--- src/rtl/uart_tx_slave.sv ---
// Console UART transmitter on the picorv32 native memory bus: a byte FIFO feeds
// an 8N1 serial engine with a runtime-programmable baud divisor.
module uart_tx_slave #(
  parameter logic [31:0] BASE_ADDR  = 32'h9000_0000,
  parameter int          FIFO_DEPTH = 16,
  parameter logic [15:0] DIV_RESET  = 16'd868
) (
  input  logic        clk,
  input  logic        rst,
  input  logic        mem_valid,
  output logic        mem_ready,
  input  logic [31:0] mem_addr,
  input  logic [31:0] mem_wdata,
  input  logic [3:0]  mem_wstrb,
  output logic [31:0] mem_rdata,
  output logic        uart_txd,
  output logic [1:0]  dbg_state
);

  localparam int AW = $clog2(FIFO_DEPTH);
  localparam int CW = AW + 1;

  typedef enum logic [1:0] {IDLE, START, DATA, STOP} tx_state_t;

  // Bus handshake: a selected request (mem_valid high in our window) is acked
  // by a registered one-cycle mem_ready pulse; mem_rdata is non-zero only in
  // that pulse. The cycle after an ack never acks, and a DATA push into a full
  // FIFO is held off (no ack) until the same edge that pops a byte.
  logic                sel, is_write, push_req, accept, push, pop;
  logic [1:0]          reg_off;
  logic [31:0]         rdata_d;
  logic [15:0]         div_q;

  logic [7:0]          fifo_mem [FIFO_DEPTH];
  logic [AW-1:0]       wr_ptr, rd_ptr;
  logic [CW-1:0]       count;
  logic                fifo_full, fifo_empty;
  logic [7:0]          fifo_rd;

  tx_state_t           state_q, state_d;
  logic [7:0]          shift_q, shift_d;
  logic [15:0]         period_q, period_d;
  logic [15:0]         baud_q, baud_d;
  logic [15:0]         bit_q, bit_d;
  logic                txd_q, txd_d;
  logic [15:0]         new_period;
  logic                bit_done, busy, load_frame;
  logic                unused_bits;

  assign sel        = mem_valid && (mem_addr[31:4] == BASE_ADDR[31:4]);
  assign reg_off    = mem_addr[3:2];
  assign is_write   = |mem_wstrb;
  assign push_req   = sel && is_write && (reg_off == 2'd0) && mem_wstrb[0];
  assign accept     = sel && !mem_ready && (!push_req || !fifo_full || pop);
  assign push       = accept && push_req;

  assign fifo_full  = (count == CW'(FIFO_DEPTH));
  assign fifo_empty = (count == '0);
  assign fifo_rd    = fifo_mem[rd_ptr];

  assign busy       = (state_q != IDLE);
  assign bit_done   = (baud_q == 16'd0);
  assign new_period = (div_q == 16'd0) ? 16'd1 : div_q;

  assign uart_txd    = txd_q;
  assign dbg_state   = state_q;
  assign unused_bits = ^{mem_wdata[31:16], mem_addr[1:0]};

  always_comb begin
    rdata_d = '0;
    if (!is_write) begin
      case (reg_off)
        2'd1:    rdata_d = {16'b0, 8'(count), 5'b0, busy, fifo_empty, fifo_full};
        2'd2:    rdata_d = {16'b0, div_q};
        default: rdata_d = '0;
      endcase
    end
  end

  always_ff @(posedge clk) begin
    if (rst) begin
      mem_ready <= 1'b0;
      mem_rdata <= '0;
      div_q     <= DIV_RESET;
    end else begin
      mem_ready <= accept;
      mem_rdata <= accept ? rdata_d : '0;
      if (accept && reg_off == 2'd2) begin
        if (mem_wstrb[0]) div_q[7:0]  <= mem_wdata[7:0];
        if (mem_wstrb[1]) div_q[15:8] <= mem_wdata[15:8];
      end
    end
  end

  always_ff @(posedge clk) begin
    if (push) fifo_mem[wr_ptr] <= mem_wdata[7:0];
  end

  always_ff @(posedge clk) begin
    if (rst) begin
      wr_ptr <= '0;
      rd_ptr <= '0;
      count  <= '0;
    end else begin
      if (push) wr_ptr <= wr_ptr + 1'b1;
      if (pop)  rd_ptr <= rd_ptr + 1'b1;
      case ({push, pop})
        2'b10:   count <= count + 1'b1;
        2'b01:   count <= count - 1'b1;
        default: count <= count;
      endcase
    end
  end

  // Each bit lasts period_q cycles: baud_q counts period_q-1 down to 0.
  always_comb begin
    state_d    = state_q;
    shift_d    = shift_q;
    period_d   = period_q;
    baud_d     = baud_q;
    bit_d      = bit_q;
    txd_d      = txd_q;
    load_frame = 1'b0;
    if (state_q != IDLE && !bit_done) baud_d = baud_q - 16'd1;
    case (state_q)
      IDLE: begin
        txd_d = 1'b1;
        if (!fifo_empty) load_frame = 1'b1;
      end
      START: if (bit_done) begin
        state_d = DATA;
        baud_d  = period_q - 16'd1;
        bit_d   = 16'd0;
        txd_d   = shift_q[0];
      end
      DATA: if (bit_done) begin
        baud_d = period_q - 16'd1;
        if (bit_q == 16'd7) begin
          state_d = STOP;
          txd_d   = 1'b1;
        end else begin
          shift_d = {1'b0, shift_q[7:1]};
          bit_d   = bit_q + 16'd1;
          txd_d   = shift_q[1];
        end
      end
      STOP: if (bit_done) begin
        if (!fifo_empty) begin
          load_frame = 1'b1;
        end else begin
          state_d = IDLE;
          txd_d   = 1'b1;
        end
      end
      default: state_d = IDLE;
    endcase
    // Divisor is sampled only here, so a mid-frame DIV write waits for the next frame.
    if (load_frame) begin
      shift_d  = fifo_rd;
      period_d = new_period;
      baud_d   = new_period - 16'd1;
      bit_d    = 16'd0;
      state_d  = START;
      txd_d    = 1'b0;
    end
    pop = load_frame;
  end

  always_ff @(posedge clk) begin
    if (rst) begin
      state_q  <= IDLE;
      shift_q  <= '0;
      period_q <= 16'd1;
      baud_q   <= '0;
      bit_q    <= '0;
      txd_q    <= 1'b1;
    end else begin
      state_q  <= state_d;
      shift_q  <= shift_d;
      period_q <= period_d;
      baud_q   <= baud_d;
      bit_q    <= bit_d;
      txd_q    <= txd_d;
    end
  end

endmodule

--- config.mk ---
export PLATFORM = sky130hd
export DESIGN_NAME = uart_tx_slave
export DESIGN_NICKNAME = d
export VERILOG_FILES = /design/src/rtl/uart_tx_slave.sv
export SDC_FILE = /design/constraint.sdc
export NUM_CORES = 1
export LEC_CHECK = 0
export CAP_MARGIN = 40
export CELL_PAD_IN_SITES_DETAIL_PLACEMENT = 1
export CELL_PAD_IN_SITES_GLOBAL_PLACEMENT = 2
export CORE_UTILIZATION = 25
export DETAILED_ROUTE_END_ITERATION = 6
export MAX_ROUTING_LAYER = met4
export PLACE_DENSITY = 0.66
export SLEW_MARGIN = 25
export SYNTH_ARGS = -nofsm -noshare
export SYNTH_HDL_FRONTEND = slang
export SYNTH_SLANG_ARGS = --single-unit
--- constraint.sdc ---
create_clock -name clk -period 3.4 [get_ports clk]
set_input_delay 0.68 -clock clk [delete_from_list [all_inputs] [get_ports clk]]
set_output_delay 0.68 -clock clk [all_outputs]
set_load 0.1 [all_outputs]
==> flow_metrics.py <==
metrics = {
    "setup_path": {
        "cp_num_buf_inv": 2,
        "critPathArrivalTime_ns": 3.56,
        "max_stage_delay_ns": 0.33,
        "worstSetupStartpoint": "baud_q[0]$_SDFF_PP0_",
        "worst_setup_path_end_kind": "flip-flop",
        "cp.required_ns": 3.87,
        "cp_slowest_cell": "dfxtp_1",
        "worst_path_dominant_cell_family": "compound AO/OA/AOI/OAI gates",
        "timing_worst_setup_path_type": "flip-flop to flip-flop",
        "crit_path_start_kind": "flip-flop",
        "cp_max_fo": 4,
        "timing.rr.start": "baud_q[0]$_SDFF_PP0_",
        "cp_cell_sequence": "inv_1 > ha_1 > nor3b_4 > a41oi_2 > o21bai_4 > and4_4 > inv_1 > ha_1 > xor2_1 > ha_1 > a21oi_2 > xor2_1 > or3_1 > a21oi_1",
        "crit_top_cell": "ha_1",
    },
    "timing": {
        "drv_slew": 0,
        "timing.slew.headroom_pct": 54.8,
        "worst-slew-pin-transition_ns": 0.676,
        "skew_ns": 0.0282,
        "finalCritPeriodShare_pct": 90.8,
        "final.hold.worst_slack_ns": 0.476,
        "final.setup.tns_ns": 0,
        "timing.final.hold_violations": 0,
        "grt_setup_unrepaired": "false",
        "setup-violations-final": 0,
        "finalWorstPathRequiredPeriod_ns": 3.09,
        "top_achievable_clock_speed_ghz": 0.324,
    },
    "drt": {
        "antenna_left": 0,
        "num_vias": 7142,
        "dr.pass1.iters": 4,
        "wirelength_um": 27500,
        "drt-wirelength-per-cell_um": 17.8,
        "drt-initial-drc-count": 393,
        "vias_per_cell": 4.63,
        "drc_errors": 0,
    },
    "die": {
        "core_area_um2": 42100,
        "ios": 107,
        "placement_rows": 75,
        "die-width_um": 209,
        "floorplan.initialDensity_pct": 25.5,
        "floorplan.die.height_um": 209,
        "die-area_um2": 43800,
    },
    "clocking": {
        "clk_pin_slew_worst_paths_ns": 0.06,
        "cts_root_buf": "clkbuf_16",
        "clock_insertion_delay_worst_skew_ns": 0.56,
        "cts_sinks": 237,
        "cts_made_buffers": 26,
        "clock_path_buffers": 3,
        "hold_buffers": 0,
        "ctsHtreeMaxLevel": 1,
        "cts_tree": "done",
    },
    "global_routing": {
        "global_route_wire_length_before_repair_um": 43800,
        "via_count_of_the_first_global_routing_pass": 7559,
        "grt_ovf": 0,
        "gr-usage-all-layers_pct": 13.2,
        "antenna_found_initial": 0,
        "largest_net_degree_at_the_start_of_global_routing": 38,
    },
    "pwr": {
        "finalPower_uw": 7970,
        "p_sw_share_pct": 30.7,
        "p_leak_uw": 0.00465,
        "peakVddDrop_mv": 0.398,
        "power.net_switching_uw": 2450,
        "power-per-cell-area_nw_per_um2": 604,
        "combPwrFrac_pct": 24.0,
        "sequential_share_of_power_pct": 40.2,
        "power.clock.fraction_pct": 35.7,
        "p_int_uw": 5520,
    },
    "synthesis": {
        "ys.flop_type": "edfxtp_1",
        "synth-seq-area-share_pct": 56.1,
        "synth_top_family_by_area": "simple AND/OR/NAND/NOR gates",
        "register_bit_total_from_synthesis": 237,
        "synthSimpleGateAreaFrac_pct": 14.7,
        "synth.area.top_cells": "edfxtp_1 36%, dfxtp_1 20%, mux4_2 8.4%",
        "synth.mux.area_fraction_pct": 10.6,
        "post_synth_edffs": 128,
        "ys.warnings.count": 0,
        "synth.cell_area_um2": 10700,
        "synthesis.area_per_instance_um2": 12.2,
        "synth_top_area_share_pct": 35.8,
        "synth_cell_types": 71,
        "asr_flop_ratio_synth_pct": 0,
        "synthCells": 879,
        "complex_gate_fraction_of_the_synthesized_area_pct": 8.31,
        "synth.largest_area_cell": "edfxtp_1",
        "post_synth_xor_area_fraction_pct": 3.84,
        "yosys.area_share.adder_pct": 2.56,
    },
    "layout": {
        "post_layout_nonfiller_instances": 1543,
        "post_route_cells_drive_above_1_share_pct": 16.9,
        "finish.instance_area_um2": 13200,
        "nNetsFinal": 1079,
        "mostFrequentLayoutCells": "128 x edfxtp_1, 106 x dfxtp_1, 84 x nor2_1",
        "antenna_cells_inserted": 0,
        "flow.area_growth_from_synthesis_pct": 22.9,
        "final_common_cell": "edfxtp_1",
        "fillers": 4580,
    },
    "placement": {
        "port-buffer-count": 72,
        "numPlacedInstances": 1497,
        "dp_hpwl_um": 19300,
        "place.gp.congestion": 0.768,
        "post_dp_cell_area_um2": 12300,
    },
    "run_status": {
        "outcome": "complete, no violations",
    },
    "worst_hold_path": {
        "hp-start": "shift_q[7]$_SDFFE_PP0P_",
        "hold_class": "flip-flop to flip-flop",
    },
    "run": {
        "drv.max_cap_violation_count": 0,
    },
}
==> routing by layer <==
layer,track usage [%],part of all wire [%],vias up
met1,17.6,48,3549
met5,-,0,-
met2,21.5,48,109
met4,2.84,1.2,0
li1,-,-,3462
met3,1.52,2.9,22
==> cell usage after synthesis, types with 20 or more instances <==
library cell and instances:
a21oi_1 38, and3_1 24, buf_4 23, clkbuf_1 23, dfxtp_1 109, edfxtp_1 128, ha_1 22, inv_1 22
mux2i_1 22, mux4_2 40, nand2_1 65, nand4_1 20, nor2_1 84, nor3_1 22, o21ai_0 21, xor2_1 34
==> through the flow <==
stage,util [%],setup slack (ns)
final,31.3,0.313
after global routing,31.3,0.0249
after CTS,31.3,0.224
after detailed placement,29.2,-0.124
after global placement,28.9,-0.0541
after floorplan,-,0.00794
==> power groups by stage <==
stage                     clock [µW]  combinational, µW  sequential, µW
final                           2850               1920            3210
after global routing            3040               2110            3220
after CTS                       2940               1930            3210
after detailed placement           0               1910            3270
after global placement             0               1900            3260
after floorplan                    0               1270            3340
==> cells by family after synthesis <==
logic type                 count (synthesis)
and+or+nand+nor                          298
DFF                                      237
AOI/OAI and AO/OA                        128
buffers and inverters                     83
muxes                                     63
xor gates and xnor gates                  47
adders and majority gates                 22
other                                      1
==> layout make-up <==
cell class              instances  area (µm²)  share of cell area (%)
inverters                      23        86.3                   0.654
flip-flops and latches        237        6030                    45.7
well taps                     539         674                    5.11
repair buffers                124        1160                    8.78
clock buffers                  30         696                    5.27
multi-input cells             574        4370                    33.1
clock inverters                16         174                    1.32
==> registers in the layout (all words and copies together), names as in the netlist, named ones only <==
| name | cells |
|---|---|
| baud_q | 16 |
| bit_q | 16 |
| count | 5 |
| dbg_state | 2 |
| div_q | 16 |
| fifo_mem | 128 |
| mem_rdata | 16 |
| mem_ready | 1 |
| period_q | 16 |
| rd_ptr | 4 |
| shift_q | 8 |
| uart_txd | 1 |
| wr_ptr | 4 |
==> timing repair <==
| item | 4_1_cts | 5_1_grt |
|---|---|---|
| buffers inserted | 0 | 0 |
| resized for setup | 0 | 1 |
| setup endpoints to repair | 0 | 1 |
==> path summary, 6_finish.rpt <==
path         cells after the start  slack (ns)                 endpoint
max                             14        0.31    count[2]$_SDFFE_PP0P_
min                              2        0.48  shift_q[7]$_SDFFE_PP0P_
max reg2reg                     14        0.31    count[2]$_SDFFE_PP0P_
min reg2reg                      2        0.48  shift_q[7]$_SDFFE_PP0P_
==> worst reg2reg max path, cell delays in order (launching register included) <==
cell,delay [ns]
dfxtp_1,0.33
inv_1,0.12
ha_1,0.20
nor3b_4,0.24
a41oi_2,0.28
o21bai_4,0.26
and4_4,0.25
inv_1,0.05
ha_1,0.22
xor2_1,0.15
ha_1,0.20
a21oi_2,0.17
xor2_1,0.11
or3_1,0.31
a21oi_1,0.14
Power figures use the tool's default switching activity.
